===== src/rtl/hub75_scan_sequencer.sv =====
// rtl/hub75_scan_sequencer.sv - HUB75 1/16-scan BCM sequencer with frame-boundary buffer swap
// Shift a row pair per bit-plane, latch, then unblank for a binary-weighted time.
module hub75_scan_sequencer #(
   parameter int COLS          = 64,
   parameter int ROW_ADDR_BITS = 4,
   parameter int PLANES        = 5,
   parameter int BASE_TIME     = 4
) (
   input  logic                                   pixel_clk,
   input  logic                                   reset,
   input  logic                                   enable,
   output logic [ROW_ADDR_BITS+$clog2(COLS)-1:0]  fb_rd_addr,
   input  logic [15:0]                            fb_top_data,
   input  logic [15:0]                            fb_bot_data,
   output logic                                   fb_sel,
   input  logic                                   swap_req,
   output logic                                   swap_ack,
   output logic [1:0]                             hub75_red,
   output logic [1:0]                             hub75_green,
   output logic [1:0]                             hub75_blue,
   output logic [ROW_ADDR_BITS-1:0]               hub75_addr,
   output logic                                   hub75_clk,
   output logic                                   hub75_latch,
   output logic                                   hub75_oe
);

   localparam int CB = $clog2(COLS);
   localparam int AW = ROW_ADDR_BITS + CB;
   localparam int KW = $clog2(2*COLS + 2);
   localparam int DW = $clog2(BASE_TIME << (PLANES - 1)) + 1;
   localparam logic [2:0] PLANE_LAST = 3'(PLANES - 1);

   typedef enum logic [1:0] {S_IDLE, S_SHIFT, S_LATCH, S_DISPLAY} state_t;

   state_t                   r_state;
   logic [KW-1:0]            r_k;
   logic [DW-1:0]            r_disp_cnt;
   logic [ROW_ADDR_BITS-1:0] r_row;
   logic [2:0]               r_plane;
   logic [AW-1:0]            r_fb_rd_addr;
   logic                     r_fb_sel;
   logic                     r_swap_ack;
   logic [1:0]               r_red;
   logic [1:0]               r_green;
   logic [1:0]               r_blue;
   logic [ROW_ADDR_BITS-1:0] r_hub75_addr;
   logic                     r_hub75_clk;
   logic                     r_hub75_latch;
   logic                     r_hub75_oe;

   logic [KW-1:0]            w_k_nxt;
   logic [2:0]               w_bit;
   logic [4:0]               w_top_r, w_top_g, w_top_b;
   logic [4:0]               w_bot_r, w_bot_g, w_bot_b;
   logic                     w_plane_last;
   logic                     w_frame_end;
   logic                     w_disp_last;
   logic [ROW_ADDR_BITS-1:0] w_row_nxt;
   logic                     w_unused;

   assign w_k_nxt      = r_k + 1'b1;
   assign w_bit        = 3'(5 - PLANES) + r_plane;
   assign w_top_r      = fb_top_data[15:11];
   assign w_top_g      = fb_top_data[10:6];
   assign w_top_b      = fb_top_data[4:0];
   assign w_bot_r      = fb_bot_data[15:11];
   assign w_bot_g      = fb_bot_data[10:6];
   assign w_bot_b      = fb_bot_data[4:0];
   // Green LSB never reaches the panel: 5-bit depth per channel.
   assign w_unused     = fb_top_data[5] ^ fb_bot_data[5];
   assign w_plane_last = (r_plane == PLANE_LAST);
   assign w_frame_end  = w_plane_last && (&r_row);
   assign w_disp_last  = (r_disp_cnt == DW'((BASE_TIME << r_plane) - 1));
   assign w_row_nxt    = w_plane_last ? r_row + 1'b1 : r_row;

   always_ff @(posedge pixel_clk or negedge reset) begin
      if (!reset) begin
         r_state       <= S_IDLE;
         r_k           <= '0;
         r_disp_cnt    <= '0;
         r_row         <= '0;
         r_plane       <= '0;
         r_fb_rd_addr  <= '0;
         r_fb_sel      <= 1'b0;
         r_swap_ack    <= 1'b0;
         r_red         <= '0;
         r_green       <= '0;
         r_blue        <= '0;
         r_hub75_addr  <= '0;
         r_hub75_clk   <= 1'b0;
         r_hub75_latch <= 1'b0;
         r_hub75_oe    <= 1'b1;
      end else begin
         r_swap_ack <= 1'b0;
         case (r_state)
            S_IDLE: begin
               r_hub75_oe    <= 1'b1;
               r_hub75_clk   <= 1'b0;
               r_hub75_latch <= 1'b0;
               if (enable) begin
                  r_state      <= S_SHIFT;
                  r_k          <= '0;
                  r_fb_rd_addr <= {r_row, {CB{1'b0}}};
               end
            end
            S_SHIFT: begin
               // Each column takes two cycles: address, then data; the panel clock rises one cycle after data lands.
               if (r_k[0] && (r_k < KW'(2*COLS))) begin
                  r_red   <= {w_bot_r[w_bit], w_top_r[w_bit]};
                  r_green <= {w_bot_g[w_bit], w_top_g[w_bit]};
                  r_blue  <= {w_bot_b[w_bit], w_top_b[w_bit]};
               end
               if (r_k == KW'(2*COLS + 1)) begin
                  r_state       <= S_LATCH;
                  r_hub75_latch <= 1'b1;
                  r_hub75_addr  <= r_row;
                  r_hub75_clk   <= 1'b0;
               end else begin
                  r_k         <= w_k_nxt;
                  r_hub75_clk <= w_k_nxt[0] && (w_k_nxt >= KW'(3));
                  if (w_k_nxt < KW'(2*COLS))
                     r_fb_rd_addr <= {r_row, w_k_nxt[CB:1]};
               end
            end
            S_LATCH: begin
               r_state       <= S_DISPLAY;
               r_hub75_latch <= 1'b0;
               r_hub75_oe    <= 1'b0;
               r_disp_cnt    <= '0;
            end
            S_DISPLAY: begin
               if (w_disp_last) begin
                  r_hub75_oe <= 1'b1;
                  r_row      <= w_row_nxt;
                  r_plane    <= w_plane_last ? 3'd0 : r_plane + 3'd1;
                  if (w_frame_end && swap_req) begin
                     r_fb_sel   <= ~r_fb_sel;
                     r_swap_ack <= 1'b1;
                  end
                  if (enable) begin
                     r_state      <= S_SHIFT;
                     r_k          <= '0;
                     r_fb_rd_addr <= {w_row_nxt, {CB{1'b0}}};
                  end else begin
                     r_state <= S_IDLE;
                  end
               end else begin
                  r_disp_cnt <= r_disp_cnt + 1'b1;
               end
            end
            default: r_state <= S_IDLE;
         endcase
      end
   end

   assign fb_rd_addr  = r_fb_rd_addr;
   assign fb_sel      = r_fb_sel;
   assign swap_ack    = r_swap_ack;
   assign hub75_red   = r_red;
   assign hub75_green = r_green;
   assign hub75_blue  = r_blue;
   assign hub75_addr  = r_hub75_addr;
   assign hub75_clk   = r_hub75_clk;
   assign hub75_latch = r_hub75_latch;
   assign hub75_oe    = r_hub75_oe;

endmodule


===== config.mk =====
export PLATFORM = sky130hd
export DESIGN_NAME = hub75_scan_sequencer
export DESIGN_NICKNAME = d
export VERILOG_FILES = /design/src/rtl/hub75_scan_sequencer.sv
export SDC_FILE = /design/constraint.sdc
export NUM_CORES = 1
export LEC_CHECK = 0
export CAP_MARGIN = 20
export CORE_MARGIN = 3
export CORE_UTILIZATION = 45
export CTS_CLUSTER_DIAMETER = 200
export DETAILED_ROUTE_END_ITERATION = 10
export PLACE_DENSITY = 0.78
export SYNTH_ARGS = -nofsm -noshare
export SYNTH_HDL_FRONTEND = slang
export SYNTH_SLANG_ARGS = --single-unit

===== constraint.sdc =====
create_clock -name pixel_clk -period 3.8 [get_ports pixel_clk]
set_input_delay 1.14 -clock pixel_clk [delete_from_list [all_inputs] [get_ports pixel_clk]]
set_output_delay 1.14 -clock pixel_clk [all_outputs]
set_load 0.1 [all_outputs]

# After elaboration in Yosys (flattened, before gate mapping)
# Index checks and enable logic that the tools add are counted.
# word_totals
elab_cells	101
mem_bits_rw	0
latchBits	0
register_bits	49
n_memories	0
out_inout_bits	25
mem_bits_ro	0
input_bits	36
# classes
eq_ne	13
n_shift	1
n_reduce_logical	22
add_sub_neg	5
n_mul	0
div_mod_pow	0
magnitude_cmp	4
bitwise	1
n_mux	40
# ops
op	count
10-bit two-way mux	5
10-bit one-hot mux with 3 select lines	1
8-bit two-way mux	3
8-bit one-hot mux with 3 select lines	1
1-bit binary-select mux with 3-bit select	6
8-bit less-than comparator, second input constant	2
2-bit inequality test, second input constant	7
7-bit one-hot mux with 2 select lines	1
1-bit two-way mux	13
2-bit AND reduction	6
3-bit AND reduction	3
8-bit by 1-bit adder with 8-bit output, second input constant	1
8-bit == test, second input constant	1
8-bit by 2-bit greater-or-equal comparator with 1-bit output, second input constant	1
2-bit one-hot mux with 4 select lines	1
7-bit by 1-bit adder with 7-bit output, second input constant	1
7-bit == test	1
7-bit two-way mux	1
3-bit by 3-bit << shifter with 7-bit output, first input constant	1
7-bit by 2-bit subtractor with 7-bit output, second input constant	1
2-bit two-way mux	3
6-bit AND reduction	1
2-bit nonzero test	3
3-bit nonzero test	2
15 further kinds	20

# Longest topological paths before layout
# Gate-level depths: netlist of the first run.
# depth
ltp_word	6
depth_mapped	12

# Worst setup path before layout of the first run
# No wires, ideal clock.
# synth_timing
path_type	flip-flop to flip-flop
from	register r_plane[0]
to	register r_fb_rd_addr[8] (netlist: fb_rd_addr[8])
arrival_ps	2792
slack_ps	879
stages_incl_launch_ff	12
t_required_ps	3672
n_path_buf	3
synth_period_minus_slack_ps	2921
setup_ps	128
cell_sequence	dfrtp_1 > clkbuf_1 > buf_1 > inv_1 > ha_1 > buf_2 > nand2b_1 > a31oi_1 > a32oi_4 > a41o_2 > nand2_4 > mux2_1
# synth_between
elab_chain_cells	5
elab_cells_between_ends	10
cone_classes	1 x add/sub; 3 x eq/ne; 1 x shift; 4 x mux; 1 x reduce/logical
# synth_rtl
item	line_no	text
from (decl)	39	logic [2:0] r_plane;
from (signal assigned)	135	r_plane <= w_plane_last ? 3'd0 : r_plane + 3'd1;
3-bit by 3-bit << shifter with 7-bit output / 3-bit == test (equally long branches)	73, 71	
7-bit by 2-bit subtractor with 7-bit output / 4-bit two-way mux (equally long branches)	73, 74	
7-bit == test / 10-bit two-way mux (equally long branches)	73, 140	
2-bit inequality test (no source line) / 10-bit two-way mux (equally long branches)	--	
6-bit AND reduction (no source line) / 10-bit one-hot mux with 3 select lines (equally long branches)	--	
to (signal assigned)	103	r_fb_rd_addr <= {r_row, {CB{1'b0}}};
to (signal assigned)	122	r_fb_rd_addr <= {r_row, w_k_nxt[CB:1]};
to (signal assigned)	143	r_fb_rd_addr <= {w_row_nxt, {CB{1'b0}}};
to (decl)	40	logic [AW-1:0] r_fb_rd_addr;
# Parallel ways exist; a longest one is shown, timed or not. The select of a mux whose other input is x is not followed.
# A chain may end at the register's enable or synchronous reset.

# Worst setup path after layout of the first run
# layout_timing
from	register r_plane[1]
to	register r_state[1]
# layout_between
elab_chain_cells	5
# layout_rtl
item	line_no	text
3-bit by 3-bit << shifter with 7-bit output	73	assign w_disp_last = (r_disp_cnt == DW'((BASE_TIME << r_plane) - 1));
7-bit by 2-bit subtractor with 7-bit output	73	
7-bit == test	73	
2-bit inequality test (no source line)	--	
3-bit AND reduction (no source line)	--	
to (signal assigned)	78	r_state <= S_IDLE;
to (signal assigned)	101	r_state <= S_SHIFT;
to (signal assigned)	114	r_state <= S_LATCH;
to (decl)	35	state_t r_state;
# No other way between the ends.

==> impl_metrics.yaml, run 1 <==
outcome:
  outcome: "finished clean"
clock_network:
  clk-insertion-delay-late_ps: 310
  cts_resized: 0
  tritoncts: "yes"
  cts_setup_buffers: 0
  cts_buffer_depth: 2
  numClockSinks: 49
  cts_inserted_buffers: 5
  worst_setup_hold_path_clk_slew_ps: 100
  cts_hold_buffers: 0
  ctsRootBufferMaster: "sky130_fd_sc_hd__clkbuf_8"
  clock_tree.htree_level_count: 2
place:
  buffer_ports.inserted: 58
  gp_congestion: 0.884
  detailedPlacementHpwl_mm: 5.23
  pre_cts_ws_ps: 906
sta:
  timing.final.ws_setup_ps: 877
  final-hold-violation-count: 0
  final.setup.tns_ps: 0
  timing.slew.headroom_pct: 55.4
  rsz0062_at_grt: "no"
  worst_pin_slew_ps: 669
  fin_crit_period_ps: 2920
  final.period_utilization_pct: 76.9
  max_freq_mhz: 342
  timing.clock.skew_ps: 8.43
  setup_viol: 0
  timing_max_transition_violations_final: 0
detailed_routing:
  drt-total-wl_mm: 7.07
  route.antenna.remaining_nets: 0
  drt_pre_antenna_iters: 4
  drt-initial-drc-count: 111
  vias_per_cell: 5.91
  drt-wirelength-per-cell_um: 15.9
  remaining_drc_errors: 0
  vias: 2626
layout:
  leading_cell_type_in_the_layout_fill_and_taps_excluded: "sky130_fd_sc_hd__dfrtp_1"
  area.growth.synth_to_final_pct: 19.5
  final_layout_size_suffix_gt1_share_pct: 16.9
  nets: 417
  antenna_cells_inserted: 0
  most_frequent_cells_in_the_layout: "48 x sky130_fd_sc_hd__dfrtp_1, 32 x sky130_fd_sc_hd__clkdlybuf4s50_1, 27 x sky130_fd_sc_hd__nand2_1"
  fillcell_total: 573
global_routing:
  grt_total_usage_pct: 18.6
  via_count_of_the_first_global_routing_pass: 2571
  grt_antenna_before_repair: 0
  grt_first_pass_wirelength_mm: 11.7
  grt_max_degree: 50
  grt-ovfl-total: 0
synth:
  synth-seq-area-share_pct: 39.4
  ys_async_sr_fraction_pct: 100
  synth_edf_count: 0
  avgSynthCellArea_um2: 9.66
  netlist_instances: 323
  synth-main-ff-cell: "sky130_fd_sc_hd__dfrtp_1"
  synth.distinct_cells: 62
  synth-warning-count: 0
  synth.ff_latch_count: 49
  synth.net_count: 374
  mappedNetlistArea_um2: 3120
floorplanning:
  fp-row-count: 29
  chipWidth_um: 89.3
  floorplan.die.height_um: 89.3
  floorplan.initialDensity_pct: 47.8
  die-area_um2: 7970
  io-pin-count: 61
  core_area_um2: 6530
worst_setup_path:
  cpPeakStageDelay_ps: 630
  cp-start-kind: "flop"
  arrival_ps: 3120
  critical_path.cell_chain: "inv_1 > ha_1 > nor3_1 > nor2_1 > xnor2_2 > nand3_4 > a222oi_1 > mux2_1"
  crit_type: "flop to flop"
  critical_path.max_fanout: 18
  timing.critical_path.slowest_stage_cell: "sky130_fd_sc_hd__dfrtp_1"
  critPathRequiredTime_ps: 4000
  endpoint_kind: "flop"
power_and_ir_drop:
  peakVddDrop_mv: 0.261
  power.density_cell_area_nw_per_um2: 661
  power.static_leakage_nw: 1.68
  total_power_w: 0.00246
run:
  max_cap_viol_count: 0
worst_hold_path:
  timing.hold.worst.class: "flop to flop"
critical path, delay by kind of cell, from the launching register on:
family / cells / cell delay (ps)
multiplexers: 1 / 370
AO/OA/AOI/OAI: 1 / 370
AND/OR/NAND/NOR: 3 / 570
XOR/XNOR: 1 / 380
buffers and inverters: 1 / 180
flip-flops: 1 / 630
adder cells (fa/ha/maj): 1 / 330
where the power goes:
part | total (W) | switching (W) | internal [W]
combinational | 0.00140 | 0.000942 | 0.000459
clock | 0.000335 | 0.000197 | 0.000137
sequential | 0.000728 | 0.000106 | 0.000622
total | 0.00246 | 0.00125 | 0.00122
routing by layer:
layer / vias to the layer above / GRT usage (%) / part of all wire, %
met5: - / 0 / 0
met1: 1261 / 24.0 / 43
met4: 0 / 7.31 / 2.2
met2: 86 / 30.6 / 49
met3: 18 / 3.69 / 5.8
li1: 1261 / - / -
Yosys cell counts, types with 4 or more instances:
library cell               instances  area share (%)
sky130_fd_sc_hd__nor2_1           18             2.2
sky130_fd_sc_hd__nand4_1           6             1.2
sky130_fd_sc_hd__xor2_1            7             2.0
sky130_fd_sc_hd__xnor2_1           8             2.2
sky130_fd_sc_hd__inv_1            15             1.8
sky130_fd_sc_hd__o22ai_1          11             2.2
sky130_fd_sc_hd__a31oi_1           4            0.80
sky130_fd_sc_hd__dfrtp_1          48              39
sky130_fd_sc_hd__nand2_1          27             3.2
sky130_fd_sc_hd__a211oi_1          4            0.96
sky130_fd_sc_hd__nand3_1          10             1.6
sky130_fd_sc_hd__nor3_1           10             1.6
sky130_fd_sc_hd__mux2i_1           8             2.6
sky130_fd_sc_hd__a21oi_1          15             2.4
sky130_fd_sc_hd__o21ai_0          20             3.2
sky130_fd_sc_hd__clkbuf_1         12             1.4
sky130_fd_sc_hd__a22o_1            9             2.5
sky130_fd_sc_hd__ha_1             15             6.0
sky130_fd_sc_hd__buf_2             5            0.80
sky130_fd_sc_hd__mux2_2            9             3.2
cell families (layout without fill, tap and decap cells):
kind of cell / count (synthesis) / after routing / share of synthesized area, %
AOI/OAI and AO/OA: 89 / 89 / 19.7
xor gates and xnor gates: 16 / 16 / 4.73
adders and majority gates: 15 / 15 / 6.02
buffers and inverters: 40 / 84 / 5.86
DFF: 49 / 49 / 39.4
muxes: 23 / 23 / 8.95
and+or+nand+nor: 91 / 91 / 15.4
final timing paths:
kind | startpoint | to | slack, ps | cells after the start
setup / recovery | r_plane[1] | r_state[1] | 880 | 8
hold / removal | fb_sel | fb_sel | 470 | 1
setup reg to reg | r_plane[1] | r_state[1] | 880 | 8
hold reg to reg | fb_sel | fb_sel | 470 | 1
max in group asynchronous | reset | hub75_oe | 2560 | 2
min in group asynchronous | reset | hub75_addr[3] | 680 | 1
metrics by stage:
step	instance area, um^2	hold WS (ps)	utilization (%)	std cells
finish	3730	472	57.1	444
global route	3730	490	57.1	444
CTS	3710	477	56.8	443
detailed placement	3610	460	55.3	435
global placement	3610	458	55.3	435
floorplan	3120	481	-	323
final cells by class:
type,instances,area [um^2],share of cell area (%)
clock inverters,3,26.3,0.705
inverters,16,60.1,1.61
flip-flops and latches,49,1230,32.9
multi-input cells,234,1710,45.8
repair buffers,60,541,14.5
well taps,77,96.3,2.58
clock buffers,5,68.8,1.85
sequential cells by signal, indices dropped and copies added, names as in the netlist, 2 cells and up:
signal,flops
hub75_blue,2
hub75_addr,4
fb_rd_addr,10
r_disp_cnt,7
r_k,8
r_plane,3
hub75_red,2
r_row,4
r_state,2
hub75_green,2
Note: power is estimated with default switching activity, not from simulation.
==> run 2, diff against run 1 <==
--- a/config.mk
+++ b/config.mk
@@ -10,7 +10,7 @@
 export CORE_UTILIZATION = 45
 export CTS_CLUSTER_DIAMETER = 200
 export DETAILED_ROUTE_END_ITERATION = 10
-export PLACE_DENSITY = 0.78
+export PLACE_DENSITY = 0.81
 export SYNTH_ARGS = -nofsm -noshare
 export SYNTH_HDL_FRONTEND = slang
 export SYNTH_SLANG_ARGS = --single-unit
==> constraint.sdc (replaced) <==
create_clock -name pixel_clk -period 2.45 [get_ports pixel_clk]
set_input_delay 0.735 -clock pixel_clk [delete_from_list [all_inputs] [get_ports pixel_clk]]
set_output_delay 0.735 -clock pixel_clk [all_outputs]
set_load 0.1 [all_outputs]
==> run 2 against run 1 <==
Against the previous run: worst setup slack lost 750 ps; worst hold slack lost 6.1 ps; combinational power grew 76%; clock skew shrank 2.4 ps; final area grew 6.2%; clock power grew 82%; flip-flop and latch count is the same; sequential power grew 52%; critical path type unchanged; critical endpoint is now r_k[4]; largest cell class unchanged.
==> impl_metrics.yaml, run 2 (synthesized netlist as in run 1, its figures left out) <==
floorplanning:
  die-area_um2: 7970
  io-pin-count: 61
  floorplan.die.height_um: 89.3
  chipWidth_um: 89.3
  core_area_um2: 6530
  floorplan.initialDensity_pct: 47.8
  fp-row-count: 29
sta:
  final.hold.worst_slack_ps: 466
  setup_viol: 0
  final.period_utilization_pct: 94.9
  timing.clock.skew_ps: 6.00
  fin_crit_period_ps: 2330
  timing.slew.headroom_pct: 49.0
  final-hold-violation-count: 0
  timing_max_transition_violations_final: 0
  worst_pin_slew_ps: 757
  max_freq_mhz: 430
  final.setup.tns_ps: 0
layout:
  final_design_area_no_fill_um2: 3960
  nets: 438
  largest_reg_flops: 10
  final_layout_size_suffix_gt1_share_pct: 23.7
  most_frequent_cells_in_the_layout: "47 x sky130_fd_sc_hd__buf_4, 46 x sky130_fd_sc_hd__dfrtp_1, 32 x sky130_fd_sc_hd__clkdlybuf4s50_1"
  leading_cell_type_in_the_layout_fill_and_taps_excluded: "sky130_fd_sc_hd__buf_4"
  antenna_cells_inserted: 0
  fillcell_total: 554
  final_core_util_pct: 60.6
  area.growth.synth_to_final_pct: 27.0
clock_network:
  numClockSinks: 49
  cts_inserted_buffers: 5
  ctsRootBufferMaster: "sky130_fd_sc_hd__clkbuf_8"
  cts_hold_buffers: 0
  clk-insertion-delay-late_ps: 300
  clock_tree.htree_level_count: 2
  cts_buffer_depth: 2
  tritoncts: "yes"
  worst_setup_hold_path_clk_slew_ps: 90
place:
  detailedPlacementHpwl_mm: 5.59
  gp_congestion: 0.869
  buffer_ports.inserted: 58
  placed_cell_area_um2: 3770
global_routing:
  grt-ovfl-total: 0
  grt_antenna_before_repair: 0
  via_count_of_the_first_global_routing_pass: 2629
  grt_max_degree: 32
  grt_total_usage_pct: 19.2
  grt_first_pass_wirelength_mm: 12.1
detailed_routing:
  drt-total-wl_mm: 7.44
  remaining_drc_errors: 0
  vias: 2682
  vias_per_cell: 5.77
  route.antenna.remaining_nets: 0
  drt_pre_antenna_iters: 4
  drt-wirelength-per-cell_um: 16.0
  drt-initial-drc-count: 134
worst_setup_path:
  critical_path_buf_inv_count: 1
  endpoint_kind: "flop"
  critical_path.max_fanout: 8
  critPathRequiredTime_ps: 2650
  cpPeakStageDelay_ps: 480
  crit_type: "flop to flop"
  path_delay_family: "compound AO/OA/AOI/OAI gates"
  timing.critical_path.slowest_stage_cell: "sky130_fd_sc_hd__dfrtp_2"
  ff2ff_path_depth: 8
  critical_path.cell_chain: "ha_1 > ha_1 > xnor2_1 > xnor2_2 > nand3_4 > buf_4 > a211o_1 > a22o_1"
  arrival_ps: 2520
  path_common_cell: "sky130_fd_sc_hd__ha_1"
  cp-start-kind: "flop"
  worstReg2RegStart: "r_plane[0]"
  regToRegEndpoint: "r_k[4]"
  setup_slack_of_the_most_critical_reg_to_reg_path_ps: 120
power_and_ir_drop:
  power.static_leakage_nw: 1.80
  peakVddDrop_mv: 0.448
  power.density_cell_area_nw_per_um2: 1060
outcome:
  outcome: "finished clean"
worst_hold_path:
  timing.hold.worst.class: "input port to async pin"
run:
  max_cap_viol_count: 0
run 2: changes by cell type in the layout (fill, tap and decap cells not counted), moves of 2 or more:
cell / delta
sky130_fd_sc_hd__buf_4: +21
sky130_fd_sc_hd__dfrtp_1: -2
sky130_fd_sc_hd__dfrtp_2: +2
sky130_fd_sc_hd__ha_1: -2
sky130_fd_sc_hd__inv_1: -2
sky130_fd_sc_hd__inv_6: -2
run 2: per-stage QoR:
step,cells,setup slack [ps],total power (W)
3_3_place_gp,450,46.5,0.00345
4_1_cts,459,30.8,0.00415
5_1_grt,465,-9.64,0.00445
3_5_place_dp,450,-30.8,0.00353
2_1_floorplan,323,35.5,0.00296
6_report,465,124,0.00419
run 2: how the worst max path moves through the flow:
| stage | start | endpoint | depth (start not counted) |
|---|---|---|---|
| 6_report | r_plane[0] | r_k[4] | 8 |
| 5_1_grt | r_plane[0] | r_k[4] | 9 |
| 4_1_cts | r_plane[0] | fb_rd_addr[8] | 8 |
| 3_5_place_dp | r_plane[0] | r_state[1] | 8 |
| 3_3_place_gp | r_plane[0] | r_state[1] | 8 |
| 2_1_floorplan | r_plane[0] | r_state[1] | 11 |
run 2: cell type report:
cell class	count	area, um^2	share of cell area, %
timing repair buffer	81	698	17.6
sequential	49	1230	31.1
tap	77	96.3	2.43
clock buffer	6	82.6	2.09
clock inverter	2	37.5	0.948
multi-input combinational	234	1750	44.2
inverter	16	65.1	1.64
run 2: metal layers:
layer / part of all wire, % / track usage, %
met1: 41 / 23.5
met2: 51 / 33.4
met3: 5.9 / 4.06
met4: 1.6 / 6.50
met5: 0 / 0
run 2: where the power goes:
part | switching (W) | internal, W
Sequential | 0.000145 | 0.000968
Clock | 0.000277 | 0.000332
Combinational | 0.00157 | 0.000900
run 2: repair_timing:
item,in CTS,in global routing
resized for setup,0,6
endpoints found under the setup margin,4,23
pin swaps,1,4
buffers inserted,1,6
==> run 3, diff against run 2 <==
--- a/config.mk
+++ b/config.mk
@@ -5,8 +5,8 @@
 export SDC_FILE = /design/constraint.sdc
 export NUM_CORES = 1
 export LEC_CHECK = 0
-export CAP_MARGIN = 20
-export CORE_MARGIN = 3
+export CAP_MARGIN = 15
+export CORE_MARGIN = 4
 export CORE_UTILIZATION = 45
 export CTS_CLUSTER_DIAMETER = 200
 export DETAILED_ROUTE_END_ITERATION = 10
==> run 3 against run 2 <==
Against the previous run: critical path type unchanged; sequential power is essentially flat; flip-flop and latch count did not move; core utilization shrank 1.7 points; worst hold slack gained 12 ps; die area grew 4.5%; first-iteration DRC count increased by 15%; clock power fell by 3.9%.
==> impl_metrics.yaml, run 3 (synthesized netlist as in run 1, its figures left out) <==
clock_network:
  numClockSinks: 49
  cts_buffer_depth: 2
  cts_inserted_buffers: 5
  clock_tree.htree_level_count: 2
  ctsRootBufferMaster: "sky130_fd_sc_hd__clkbuf_8"
  clk-insertion-delay-late_ps: 310
  worst_setup_hold_path_clk_slew_ps: 90
  tritoncts: "yes"
layout:
  largest_reg_flops: 10
  finalNonFillerCells: 470
  final_layout_size_suffix_gt1_share_pct: 23.8
  nets: 440
  area.growth.synth_to_final_pct: 27.6
  final_design_area_no_fill_um2: 3980
  antenna_cells_inserted: 0
  most_frequent_cells_in_the_layout: "49 x sky130_fd_sc_hd__buf_4, 46 x sky130_fd_sc_hd__dfrtp_1, 32 x sky130_fd_sc_hd__clkdlybuf4s50_1"
  leading_cell_type_in_the_layout_fill_and_taps_excluded: "sky130_fd_sc_hd__buf_4"
  fillcell_total: 575
sta:
  timing_max_transition_violations_final: 0
  fin_crit_period_ps: 2310
  worst_pin_slew_ps: 645
  final-hold-violation-count: 0
  final.setup.tns_ps: 0
  final.period_utilization_pct: 94.3
  final.hold.worst_slack_ps: 478
  timing.final.ws_setup_ps: 139
  rsz0062_at_grt: "no"
  timing.clock.skew_ps: 11.1
  timing.slew.headroom_pct: 56.6
  setup_viol: 0
  max_freq_mhz: 433
worst_hold_path:
  min_to: "fb_sel"
  timing.hold.worst.class: "flop to flop"
  holdPathStages: 1
  worstHoldStart: "fb_sel"
outcome:
  outcome: "finished clean"
floorplanning:
  fp-row-count: 30
  floorplan.die.height_um: 91.3
  core_area_um2: 6760
  io-pin-count: 61
  chipWidth_um: 91.3
  floorplan.initialDensity_pct: 46.2
  die-area_um2: 8330
worst_setup_path:
  crit_type: "flop to flop"
  ff2ff_path_depth: 9
  worstReg2RegStart: "r_plane[0]"
  regToRegEndpoint: "r_k[6]"
  critical_path.max_fanout: 6
  arrival_ps: 2520
  critPathRequiredTime_ps: 2660
  cp-start-kind: "flop"
  critical_path.cell_chain: "inv_6 > ha_4 > and3_1 > o21ai_1 > a32oi_4 > nand3_4 > buf_4 > a221o_1 > a22o_1"
  cpPeakStageDelay_ps: 470
  endpoint_kind: "flop"
  timing.critical_path.slowest_stage_cell: "sky130_fd_sc_hd__dfrtp_2"
  setup_slack_of_the_most_critical_reg_to_reg_path_ps: 140
place:
  dpl.cell_count: 453
  detailedPlacementHpwl_mm: 5.47
  gp_congestion: 0.843
  buffer_ports.inserted: 58
  pre_cts_ws_ps: -75.4
  placed_cell_area_um2: 3770
global_routing:
  grt_antenna_before_repair: 0
  grt-ovfl-total: 0
  via_count_of_the_first_global_routing_pass: 2582
  grt_total_usage_pct: 18.1
  grt_max_degree: 50
  grt_first_pass_wirelength_mm: 12.4
detailed_routing:
  drt_pre_antenna_iters: 4
  vias: 2709
  drt-initial-drc-count: 154
  drt-total-wl_mm: 7.40
  route.antenna.remaining_nets: 0
  drt-wirelength-per-cell_um: 15.7
  vias_per_cell: 5.76
  remaining_drc_errors: 0
run:
  max_cap_viol_count: 0
power_and_ir_drop:
  power.density_cell_area_nw_per_um2: 1050
  power.static_leakage_nw: 1.80
  peakVddDrop_mv: 0.488
## run 3: how the worst max path moves through the flow
stage / cells past startpoint / start / to
CTS: 8 / r_plane[0] / fb_rd_addr[8]
global route: 9 / r_plane[0] / r_k[6]
detailed placement: 8 / r_plane[0] / r_state[1]
floorplan: 11 / r_plane[0] / r_state[1]
finish: 9 / r_plane[0] / r_k[6]
global placement: 8 / r_plane[0] / r_state[1]
## run 3: layout make-up
| cell class | count | area [um^2] | share of cell area, % |
|---|---|---|---|
| multi-input combinational | 234 | 1750 | 44.1 |
| sequential | 49 | 1230 | 30.9 |
| timing repair buffer | 83 | 713 | 17.9 |
| tap | 80 | 100 | 2.51 |
| clock buffer | 5 | 68.8 | 1.73 |
| inverter | 16 | 67.6 | 1.70 |
| clock inverter | 3 | 46.3 | 1.16 |
## run 3: routing by layer
metal | wire length [um] | GRT usage (%)
met3 | 493 | 4.64
met5 | 0 | 0
met1 | 3140 | 23.3
met2 | 3600 | 29.4
met4 | 168 | 6.53
## run 3: power by group
group	internal, W	total [W]	switching [W]	leakage (nW)
registers	0.000968	0.00111	0.000141	0.656
logic	0.000920	0.00249	0.00157	1.09
clock network	0.000306	0.000585	0.000279	0.0543
## run 3: repair_timing
item	CTS	global route
buffers inserted	1	8
gates resized for setup	0	9
pin swaps	2	5
setup endpoints to repair	3	12
hold buffers	0	0
## run 3: worst max-delay path: cells and delay by family (launching register included)
kind | cells | cell delay, ps
compound gates | 4 | 990
fa+ha+maj | 1 | 160
buf+inv | 2 | 290
flops | 1 | 470
simple gates | 2 | 300
## run 3: through the flow
step                utilization (%)  power (W)
floorplan                         -    0.00296
global route                   58.9    0.00445
finish                         58.9    0.00418
detailed placement             55.9    0.00351
CTS                            57.7    0.00412
global placement               55.9    0.00345
